$ cat src/rtl/lcd_pkg.sv
// Shared constants for the 4-bit character LCD controller: state codes, init tables,
// opcodes with long execution times, and default delays for a 50 MHz clock.
package lcd_pkg;

   localparam int unsigned CntW = 20;

   // Top FSM states
   localparam logic [3:0] StPwron    = 4'd0;
   localparam logic [3:0] StInitNib  = 4'd1;
   localparam logic [3:0] StInitWait = 4'd2;
   localparam logic [3:0] StIdle     = 4'd3;
   localparam logic [3:0] StLoad     = 4'd4;
   localparam logic [3:0] StNibHi    = 4'd5;
   localparam logic [3:0] StGap      = 4'd6;
   localparam logic [3:0] StNibLo    = 4'd7;
   localparam logic [3:0] StExec     = 4'd8;

   // Nibble strober states
   localparam logic [1:0] TxIdle  = 2'd0;
   localparam logic [1:0] TxSetup = 2'd1;
   localparam logic [1:0] TxHigh  = 2'd2;
   localparam logic [1:0] TxHold  = 2'd3;

   // Element [0] goes out first
   localparam logic [3:0][3:0] InitNibs  = {4'h2, 4'h3, 4'h3, 4'h3};
   localparam logic [3:0][7:0] InitBytes = {8'h01, 8'h0C, 8'h06, 8'h28};

   localparam logic [7:0] OpClear = 8'h01;
   localparam logic [7:0] OpHome  = 8'h02;

   localparam int unsigned DefTPwron     = 750000;
   localparam int unsigned DefTInitLong  = 205000;
   localparam int unsigned DefTInitShort = 5000;
   localparam int unsigned DefTESetup    = 2;
   localparam int unsigned DefTEHigh     = 12;
   localparam int unsigned DefTNibGap    = 50;
   localparam int unsigned DefTCmd       = 2000;
   localparam int unsigned DefTClear     = 82000;

endpackage

$ cat src/rtl/lcd_nibble_tx.sv
// Drives one E-strobed nibble: setup with E low, E high pulse, one hold cycle.
// done_o is high during the hold cycle so the caller can chain without a dead cycle.
module lcd_nibble_tx
   import lcd_pkg::*;
#(
   parameter int unsigned TSetup = DefTESetup,
   parameter int unsigned THigh  = DefTEHigh
) (
   input  logic       clk_i,
   input  logic       rst_i,
   input  logic       start_i,
   input  logic       rs_i,
   input  logic [3:0] nib_i,
   output logic       e_o,
   output logic       rs_o,
   output logic [3:0] d_o,
   output logic       done_o
);

   logic [1:0]      state_q, state_d;
   logic [CntW-1:0] cnt_q, cnt_d;
   logic            e_q, e_d;
   logic            rs_q, rs_d;
   logic [3:0]      d_q, d_d;

   always_comb begin
      state_d = state_q;
      cnt_d   = cnt_q;
      e_d     = e_q;
      rs_d    = rs_q;
      d_d     = d_q;
      case (state_q)
         TxIdle: begin
            if (start_i) begin
               state_d = TxSetup;
               cnt_d   = CntW'(TSetup - 1);
               rs_d    = rs_i;
               d_d     = nib_i;
            end
         end
         TxSetup: begin
            if (cnt_q == '0) begin
               state_d = TxHigh;
               e_d     = 1'b1;
               cnt_d   = CntW'(THigh - 1);
            end else begin
               cnt_d = cnt_q - CntW'(1);
            end
         end
         TxHigh: begin
            if (cnt_q == '0) begin
               state_d = TxHold;
               e_d     = 1'b0;
            end else begin
               cnt_d = cnt_q - CntW'(1);
            end
         end
         default: state_d = TxIdle;
      endcase
   end

   always_ff @(posedge clk_i or posedge rst_i) begin
      if (rst_i) begin
         state_q <= TxIdle;
         cnt_q   <= '0;
         e_q     <= 1'b0;
         rs_q    <= 1'b0;
         d_q     <= 4'h0;
      end else begin
         state_q <= state_d;
         cnt_q   <= cnt_d;
         e_q     <= e_d;
         rs_q    <= rs_d;
         d_q     <= d_d;
      end
   end

   assign e_o    = e_q;
   assign rs_o   = rs_q;
   assign d_o    = d_q;
   assign done_o = (state_q == TxHold);

endmodule

$ cat src/rtl/lcd_nibble_ctrl.sv
// Character LCD 4-bit interface controller: power-on init, then byte writes over a
// valid/ready handshake with per-byte execution delay.
module lcd_nibble_ctrl
   import lcd_pkg::*;
#(
   parameter int unsigned T_PWRON      = DefTPwron,
   parameter int unsigned T_INIT_LONG  = DefTInitLong,
   parameter int unsigned T_INIT_SHORT = DefTInitShort,
   parameter int unsigned T_E_SETUP    = DefTESetup,
   parameter int unsigned T_E_HIGH     = DefTEHigh,
   parameter int unsigned T_NIB_GAP    = DefTNibGap,
   parameter int unsigned T_CMD        = DefTCmd,
   parameter int unsigned T_CLEAR      = DefTClear
) (
   input  logic       clk,
   input  logic       rst,
   input  logic       req_valid,
   output logic       req_ready,
   input  logic       req_rs,
   input  logic [7:0] req_byte,
   output logic       init_done,
   output logic       sf_e,
   output logic       lcd_e,
   output logic       lcd_rs,
   output logic       lcd_rw,
   output logic [3:0] lcd_d
);

   logic [3:0]      state_q, state_d;
   logic [CntW-1:0] cnt_q, cnt_d;
   logic [1:0]      idx_q, idx_d;
   logic [7:0]      byte_q, byte_d;
   logic            rs_q, rs_d;
   logic            ready_q, ready_d;
   logic            init_done_q, init_done_d;

   logic            tx_start, tx_rs, tx_done;
   logic [3:0]      tx_nib;
   logic [1:0]      idx_inc;
   logic            cnt_zero, long_exec;
   logic [CntW-1:0] init_wait;

   assign idx_inc   = idx_q + 2'd1;
   assign cnt_zero  = (cnt_q == '0);
   assign long_exec = !rs_q && ((byte_q == OpClear) || (byte_q == OpHome));

   always_comb begin
      case (idx_q)
         2'd0:    init_wait = CntW'(T_INIT_LONG - 1);
         2'd1:    init_wait = CntW'(T_INIT_SHORT - 1);
         default: init_wait = CntW'(T_CMD - 1);
      endcase
   end

   always_comb begin
      state_d     = state_q;
      cnt_d       = cnt_zero ? cnt_q : cnt_q - CntW'(1);
      idx_d       = idx_q;
      byte_d      = byte_q;
      rs_d        = rs_q;
      ready_d     = ready_q;
      init_done_d = init_done_q;
      tx_start    = 1'b0;
      tx_rs       = rs_q;
      tx_nib      = byte_q[7:4];
      unique case (state_q)
         StPwron: begin
            if (cnt_zero) begin
               tx_start = 1'b1;
               tx_rs    = 1'b0;
               tx_nib   = InitNibs[idx_q];
               state_d  = StInitNib;
            end
         end
         StInitNib: begin
            if (tx_done) begin
               cnt_d   = init_wait;
               state_d = StInitWait;
            end
         end
         StInitWait: begin
            if (cnt_zero) begin
               if (idx_q == 2'd3) begin
                  // Single nibbles done; the remaining init goes through the byte path
                  idx_d   = 2'd0;
                  byte_d  = InitBytes[0];
                  rs_d    = 1'b0;
                  state_d = StLoad;
               end else begin
                  idx_d    = idx_inc;
                  tx_start = 1'b1;
                  tx_rs    = 1'b0;
                  tx_nib   = InitNibs[idx_inc];
                  state_d  = StInitNib;
               end
            end
         end
         StIdle: begin
            if (req_valid && ready_q) begin
               byte_d  = req_byte;
               rs_d    = req_rs;
               ready_d = 1'b0;
               state_d = StLoad;
            end
         end
         StLoad: begin
            tx_start = 1'b1;
            state_d  = StNibHi;
         end
         StNibHi: begin
            if (tx_done) begin
               cnt_d   = CntW'(T_NIB_GAP - 1);
               state_d = StGap;
            end
         end
         StGap: begin
            if (cnt_zero) begin
               tx_start = 1'b1;
               tx_nib   = byte_q[3:0];
               state_d  = StNibLo;
            end
         end
         StNibLo: begin
            if (tx_done) begin
               cnt_d   = long_exec ? CntW'(T_CLEAR - 1) : CntW'(T_CMD - 1);
               state_d = StExec;
            end
         end
         StExec: begin
            if (cnt_zero) begin
               if (init_done_q || (idx_q == 2'd3)) begin
                  idx_d       = 2'd0;
                  init_done_d = 1'b1;
                  ready_d     = 1'b1;
                  state_d     = StIdle;
               end else begin
                  idx_d   = idx_inc;
                  byte_d  = InitBytes[idx_inc];
                  state_d = StLoad;
               end
            end
         end
         default: state_d = StPwron;
      endcase
   end

   always_ff @(posedge clk or posedge rst) begin
      if (rst) begin
         state_q     <= StPwron;
         cnt_q       <= CntW'(T_PWRON - 1);
         idx_q       <= 2'd0;
         byte_q      <= 8'h00;
         rs_q        <= 1'b0;
         ready_q     <= 1'b0;
         init_done_q <= 1'b0;
      end else begin
         state_q     <= state_d;
         cnt_q       <= cnt_d;
         idx_q       <= idx_d;
         byte_q      <= byte_d;
         rs_q        <= rs_d;
         ready_q     <= ready_d;
         init_done_q <= init_done_d;
      end
   end

   lcd_nibble_tx #(
      .TSetup (T_E_SETUP),
      .THigh  (T_E_HIGH)
   ) u_tx (
      .clk_i   (clk),
      .rst_i   (rst),
      .start_i (tx_start),
      .rs_i    (tx_rs),
      .nib_i   (tx_nib),
      .e_o     (lcd_e),
      .rs_o    (lcd_rs),
      .d_o     (lcd_d),
      .done_o  (tx_done)
   );

   assign req_ready = ready_q;
   assign init_done = init_done_q;
   assign sf_e      = 1'b1;
   assign lcd_rw    = 1'b0;

endmodule

$ cat config.mk
export PLATFORM = sky130hd
export DESIGN_NAME = lcd_nibble_ctrl
export DESIGN_NICKNAME = d
export VERILOG_FILES = /design/src/rtl/lcd_pkg.sv /design/src/rtl/lcd_nibble_tx.sv /design/src/rtl/lcd_nibble_ctrl.sv
export SDC_FILE = /design/constraint.sdc
export NUM_CORES = 1
export LEC_CHECK = 0
export CAP_MARGIN = 5
export CORE_ASPECT_RATIO = 0.7
export CORE_MARGIN = 5
export CORE_UTILIZATION = 40
export DETAILED_ROUTE_END_ITERATION = 16
export MAX_ROUTING_LAYER = met4
export PLACE_DENSITY_LB_ADDON = 0.12
export SETUP_SLACK_MARGIN = 0.02
export SLEW_MARGIN = 10
export SYNTH_ARGS = -nofsm -noshare
export SYNTH_HDL_FRONTEND = slang
export SYNTH_SLANG_ARGS = --single-unit
$ cat constraint.sdc
create_clock -name clk -period 3.68 [get_ports clk]
set_input_delay 0.368 -clock clk [delete_from_list [all_inputs] [get_ports clk]]
set_output_delay 0.368 -clock clk [all_outputs]
set_load 0.1 [all_outputs]
=== After elaboration in Yosys (flattened, before gate mapping) ===
Index checks and enable logic that the tools add are counted.

* Add/sub/neg operators: 3
* Multiply operators: 0
* Div/mod/pow operators: 0
* Magnitude comparators: 2
* Equality and inequality tests: 30
* Shifts and indexed selects: 0
* Multiplexer cells: 67
* Bitwise operators: 0
* Reduce and logical (&&, ||, !) cells: 27

{| class="wikitable"
|+ Operators by type and width
! kind !! count
|-
| $mux 20 || 7
|-
| $pmux 20 s3 || 2
|-
| $mux 4 || 14
|-
| $mux 8 || 6
|-
| $logic_not 20->1 || 2
|-
| $sub 20x1->20 const B || 2
|-
| $pmux 18 s2 || 1
|-
| $pmux 4 s9 || 1
|-
| $ne 2x2->1 const B || 13
|-
| $pmux 8 s3 || 1
|-
| $mux 17 || 1
|-
| $bmux 4 s2 || 2
|-
| $bmux 8 s2 || 1
|-
| $eq 4x3->1 const B || 4
|-
| $reduce_and 3->1 || 5
|-
| $mux 1 || 14
|-
| $mux 2 || 7
|-
| $pmux 4 s3 || 1
|-
| $eq 4x2->1 const B || 2
|-
| $eq 8x1->1 const B || 1
|-
| $eq 8x2->1 const B || 1
|-
| $pmux 1 s2 || 4
|-
| $reduce_and 4->1 || 2
|-
| $reduce_and 8->1 || 1
|-
| other kinds (21) || 34
|}

* Bits in registers: 65
* Bits in latches: 0
* RAM bits: 0
* Memory bits (read-only): 0
* Logic and storage cells: 141
* Memories: 0

=== Depth between registers and ports, before layout ===
* Depth in word-level cells: 6
* Gate-level depth with buffers: 10
* Mapped depth without buffers: 8

=== Modules after synthesis ===
From an unflattened synthesis, not the netlist that was laid out.

* Cells, all modules: 460
* Area, all modules: 4137.7 µm²

{| class="wikitable"
|+ By module, submodules not included
! module !! instances !! cells each !! area each (µm²) !! seq. area each (µm²)
|-
| lcd_nibble_ctrl || 1 || 293 || 2536.2 || 942.2
|-
| lcd_nibble_tx || 1 || 167 || 1601.5 || 700.7
|}

=== Worst setup path before layout ===
Ideal clock, no wire load.

* Path type: flip-flop to flip-flop
* Start: reg cnt_q[2]
* End: reg u_tx.d_q[1] (netlist: u_tx.d_o[1])
* Setup time: 0.126 ns
* Data arrival time: 2.144 ns
* Required time: 3.554 ns
* Path slack: 1.411 ns
* Stages on the path, launching flop included: 8
* Buffers on the path: 1
* Clock period less this slack: 2.269 ns
* Path through: dfstp_2 or4_4 or2_1 buf_6 or3_1 o31ai_1 o21ai_0 mux2_2

* Longest elaborated chain between the ends: 4
* Elaborated cells between the ends (all ways): 9

{| class="wikitable"
|+ Ends and longest elaborated chain
! what !! line !! RTL
|-
| from (decl) || lcd_nibble_ctrl.sv:30 || <nowiki>logic [CntW-1:0] cnt_q, cnt_d;</nowiki>
|-
| from (signal assigned) || lcd_nibble_ctrl.sv:150 || <nowiki>cnt_q <= CntW'(T_PWRON - 1);</nowiki>
|-
| from (signal assigned) || lcd_nibble_ctrl.sv:158 || <nowiki>cnt_q <= cnt_d;</nowiki>
|-
| $logic_not 20->1 * || lcd_nibble_ctrl.sv:44 || <nowiki>assign cnt_zero = (cnt_q == '0);</nowiki>
|-
| $mux 1, on equally long branches || lcd_nibble_ctrl.sv:68, lcd_nibble_ctrl.sv:117, lcd_nibble_ctrl.sv:82 ||
|-
| $pmux 1 s3 || lcd_nibble_ctrl.sv:66 || <nowiki>unique case (state_q)</nowiki>
|-
| $reduce_and 2->1 (no line) || n/a ||
|-
| to (signal assigned) || lcd_nibble_tx.sv:68 || <nowiki>d_q <= 4'h0;</nowiki>
|-
| to (signal assigned) || lcd_nibble_tx.sv:74 || <nowiki>d_q <= d_d;</nowiki>
|-
| to (decl) || lcd_nibble_tx.sv:24 || <nowiki>logic [3:0] d_q, d_d;</nowiki>
|}

Every way passes the cells marked *; elsewhere a longest branch is shown, timed or not.
A chain may end at the register's enable or synchronous reset.

=== Worst setup path in the final report ===
* Start: reg cnt_q[2]
* End: reg u_tx.cnt_q[4]

* Longest elaborated chain between the ends: 5
* Elaborated cells between the ends (all ways): 6

{| class="wikitable"
|+ Ends and longest elaborated chain
! what !! line !! RTL
|-
| $logic_not 20->1 * || lcd_nibble_ctrl.sv:44 ||
|-
| $mux 1, on equally long branches || lcd_nibble_ctrl.sv:68, lcd_nibble_ctrl.sv:117, lcd_nibble_ctrl.sv:82 ||
|-
| $pmux 1 s3 * || lcd_nibble_ctrl.sv:66 ||
|-
| $ne 2x2->1 (no line) * || n/a ||
|-
| $reduce_and 3->1 (no line) * || n/a ||
|-
| to (signal assigned) || lcd_nibble_tx.sv:71 || <nowiki>cnt_q <= cnt_d;</nowiki>
|-
| to (decl) || lcd_nibble_tx.sv:21 || <nowiki>logic [CntW-1:0] cnt_q, cnt_d;</nowiki>
|}

Marks and branches as above.

==> key figures <==
Status
  – Status: completed

Timing
  – Final Cycle Share: 0.7723
  – Max-slew violation count: 0
  – RSZ-0062 raised after global routing: no
  – Worst-Margin Slew: 1053 ps
  – Final setup TNS: 0 ps
  – Max_slew headroom: 0.2961
  – Final hold violations: 0
  – Fmax: 351.9 MHz
  – Final setup violation count: 0
  – Layout Skew: 7.705 ps
  – Tmin final: 2842 ps

Critical path
  – CP Cell Sequence: or4_4 > or2_1 > nor3b_4 > o211ai_2 > or4_1 > o211ai_2
  – Critical path startpoint category: register
  – CP max-delay cell: or4_1
  – Critical path capture point type: register
  – WP data required: 3930 ps
  – Worst Setup Path Type: register to register
  – Crit Path Max Fanout: 25
  – CP peak stage delay: 580 ps
  – Worst EP arrival: 3090 ps
  – Crit path top cell by count: o211ai_2

Global route
  – Pin count of the biggest net entering global routing: 30
  – Via count of the first global-routing pass: 3,073
  – Initial antenna violation count: 0
  – GR Overflow Total: 0
  – First-pass GRT wire length: 16.33 mm
  – GRT Total Usage: 0.1787

Placement
  – HPWL after detailed placement: 7.006 mm
  – Buffers on Ports: 19
  – Global placer's final weighted congestion: 0.8627

Clock tree
  – Clock latency on the worst-skew pair: 330 ps
  – Worst-path clk slew: 60 ps
  – Num CTS Buffers: 9
  – H-tree Lvls: 3
  – Hold buffer count at cts: 0
  – Clk sink count: 65
  – Maximum root-to-sink buffer count: 2
  – TritonCTS clock tree: built
  – Setup bufs post-CTS: 0
  – Number of gates resized after CTS: 0
  – Clock root buffer: clkbuf_16

Synthesis
  – Synthesized flop and latch total: 65
  – Post-synth ARST share: 1.000
  – Count of mapped cells out of synthesis: 439
  – Largest area contributor in the netlist: dfrtp_1
  – Primary FF master, synth: dfrtp_1
  – EDFF count, synth: 0
  – Netlist Area Pre-Place: 3896 um2
  – Yosys cell types: 60
  – Post-synthesis average cell area: 8.875 um2
  – Area contributors post-synth: dfrtp_1 (33%), dfstp_2 (8.8%), o21ai_0 (5.8%), nor2_1 (4.4%), a21oi_1 (4.2%)
  – Share of the synthesized area in the top cell type: 0.3340
  – Ys Warns: 0
  – Post-synthesis net count: 464
  – Sequential area share after synthesis: 0.4216

Cells and area
  – P&R area growth vs syn: 14.39%
  – Layout cells sized above 1: 0.1167
  – NumNets Final: 474
  – Diode count: 0

Power
  – Lkg Pwr: 1.848 nW
  – Maximum vdd drop: 0.5462 mV
  – PwrDens: 909.6 nW/um2
  – Overall Power: 4.054 mW

Hold path
  – Type of the most critical hold path: input pin to asynchronous set/reset pin

Die
  – # rows: 30
  – Die Span Y: 92.58 um
  – Die width: 128.0 um
  – Core Region: 9609 um2
  – I/O Pins: 22
  – Initial Utilization: 0.4055
  – Die area: 11,850 um2

Drt
  – DRT Pass-1 Iters: 4
  – Residual DRC count: 0
  – Via/cell ratio: 5.527
  – Starting DRC count in detailed routing: 245
  – Routed WL: 9.708 mm
  – Via count: 3,217
  – Wire length per cell: 16.68 um
  – Antenna Nets Post-Route: 0

Flow run
  – Max Cap Violations: 0
-- flip-flops by register name (all words and copies together), names as in the netlist, 2 cells and up --
| register | flops |
|---|---|
| cnt_q | 20 |
| u_tx.cnt_q | 20 |
| byte_q | 8 |
| state_q | 4 |
| u_tx.d_o | 4 |
| idx_q | 2 |
| u_tx.state_q | 2 |
-- cell type report --
class                           instances  area [um2]
Clock inverter                          6       57.56
Fill cell                             972        5152
Clock buffer                           10       239.0
Tap cell                              128       160.2
Sequential cell                        65        1643
Multi-Input combinational cell        337        2092
Timing Repair Buffer                   22       212.7
Inverter                               14       52.55
-- synth_stat cells (6+ instances only) --
library cell	instances
dfrtp_1	52
nor2_1	46
o21ai_0	45
a21oi_1	33
nand2_1	29
nor3_1	24
inv_1	14
clkbuf_1	13
dfstp_2	13
ha_1	13
xnor2_1	13
nand2b_1	8
nand3_1	7
o21ai_1	7
o31ai_1	7
buf_2	6
nor2b_1	6
or3_1	6
xor2_1	6
-- final timing paths --
kind | start | to | slack, ps | cells after the start
worst max-delay path | cnt_q[2] | u_tx.cnt_q[4] | 840 | 6
worst min-delay path | rst | u_tx.cnt_q[8] | 340 | 2
worst max register to register | cnt_q[2] | u_tx.cnt_q[4] | 840 | 6
worst min register to register | u_tx.d_o[2] | u_tx.d_o[2] | 490 | 2
max in group asynchronous | rst | cnt_q[0] | 2610 | 3
min in group clk | u_tx.d_o[2] | u_tx.d_o[2] | 490 | 2
-- cell families after synthesis --
group	after synthesis	synth area share
buf+inv	37	0.04142
simple gates	163	0.2139
fa+ha+maj	13	0.04175
xor+xnor	19	0.04271
compound gates	134	0.2200
other cells	2	0.001928
mux	6	0.01670
flops	65	0.4216
-- cells in the final DEF (no fill, tap or decap), types with 4 or more instances in the layout --
| master | instances |
|---|---|
| xor2_1 | 6 |
| a31oi_1 | 5 |
| o31ai_1 | 7 |
| or3_1 | 6 |
| or4_1 | 5 |
| mux2_2 | 4 |
| and3_1 | 4 |
| nor3_1 | 24 |
| inv_1 | 13 |
| xnor2_1 | 13 |
| clkinv_2 | 4 |
| nand2b_1 | 8 |
| a21oi_1 | 33 |
| a22o_1 | 4 |
| o21ai_0 | 45 |
| clkdlybuf4s50_1 | 19 |
| a211o_1 | 4 |
| or2_2 | 5 |
| dfstp_2 | 13 |
| nor4_1 | 5 |
| clkbuf_16 | 9 |
| ha_1 | 13 |
| nor2_1 | 46 |
| nand2_1 | 29 |
| o21ai_1 | 7 |
| dfrtp_1 | 52 |
| nor2b_1 | 6 |
| nand3_1 | 7 |
-- power by group --
part | leakage [nW] | total [mW] | switching, mW | internal (mW)
clock network | 0.148 | 0.855 | 0.318 | 0.537
logic | 0.882 | 1.85 | 1.19 | 0.654
registers | 0.818 | 1.35 | 0.307 | 1.04
total | 1.85 | 4.05 | 1.82 | 2.24
-- stage by stage --
step	setup WS, ps	utilization	hold WS [ps]	cells	cell area (um2)
floorplan	1411	-	453.7	439	3896
finish	838.0	0.4638	338.5	582	4457
global route	662.9	0.4638	367.4	582	4457
CTS	853.1	0.4638	337.5	582	4457
global placement	933.6	0.4329	474.0	566	4160
detailed placement	857.2	0.4329	475.4	566	4160
-- critical path: cells and delay by family (launching register included) --
| family | cells | cell delay [ps] |
|---|---|---|
| compound gates | 2 | 520 |
| flops | 1 | 380 |
| simple gates | 4 | 1850 |
-- layer usage --
layer / vias to the layer above / part of all wire / global-route usage
met5: - / 0 / -
met4: 0 / 0.013 / 0.04417
met3: 13 / 0.043 / 0.04899
met2: 61 / 0.39 / 0.2339
met1: 1539 / 0.55 / 0.2691
li1: 1604 / - / -
No activity file was read; power rests on OpenSTA's default activity.
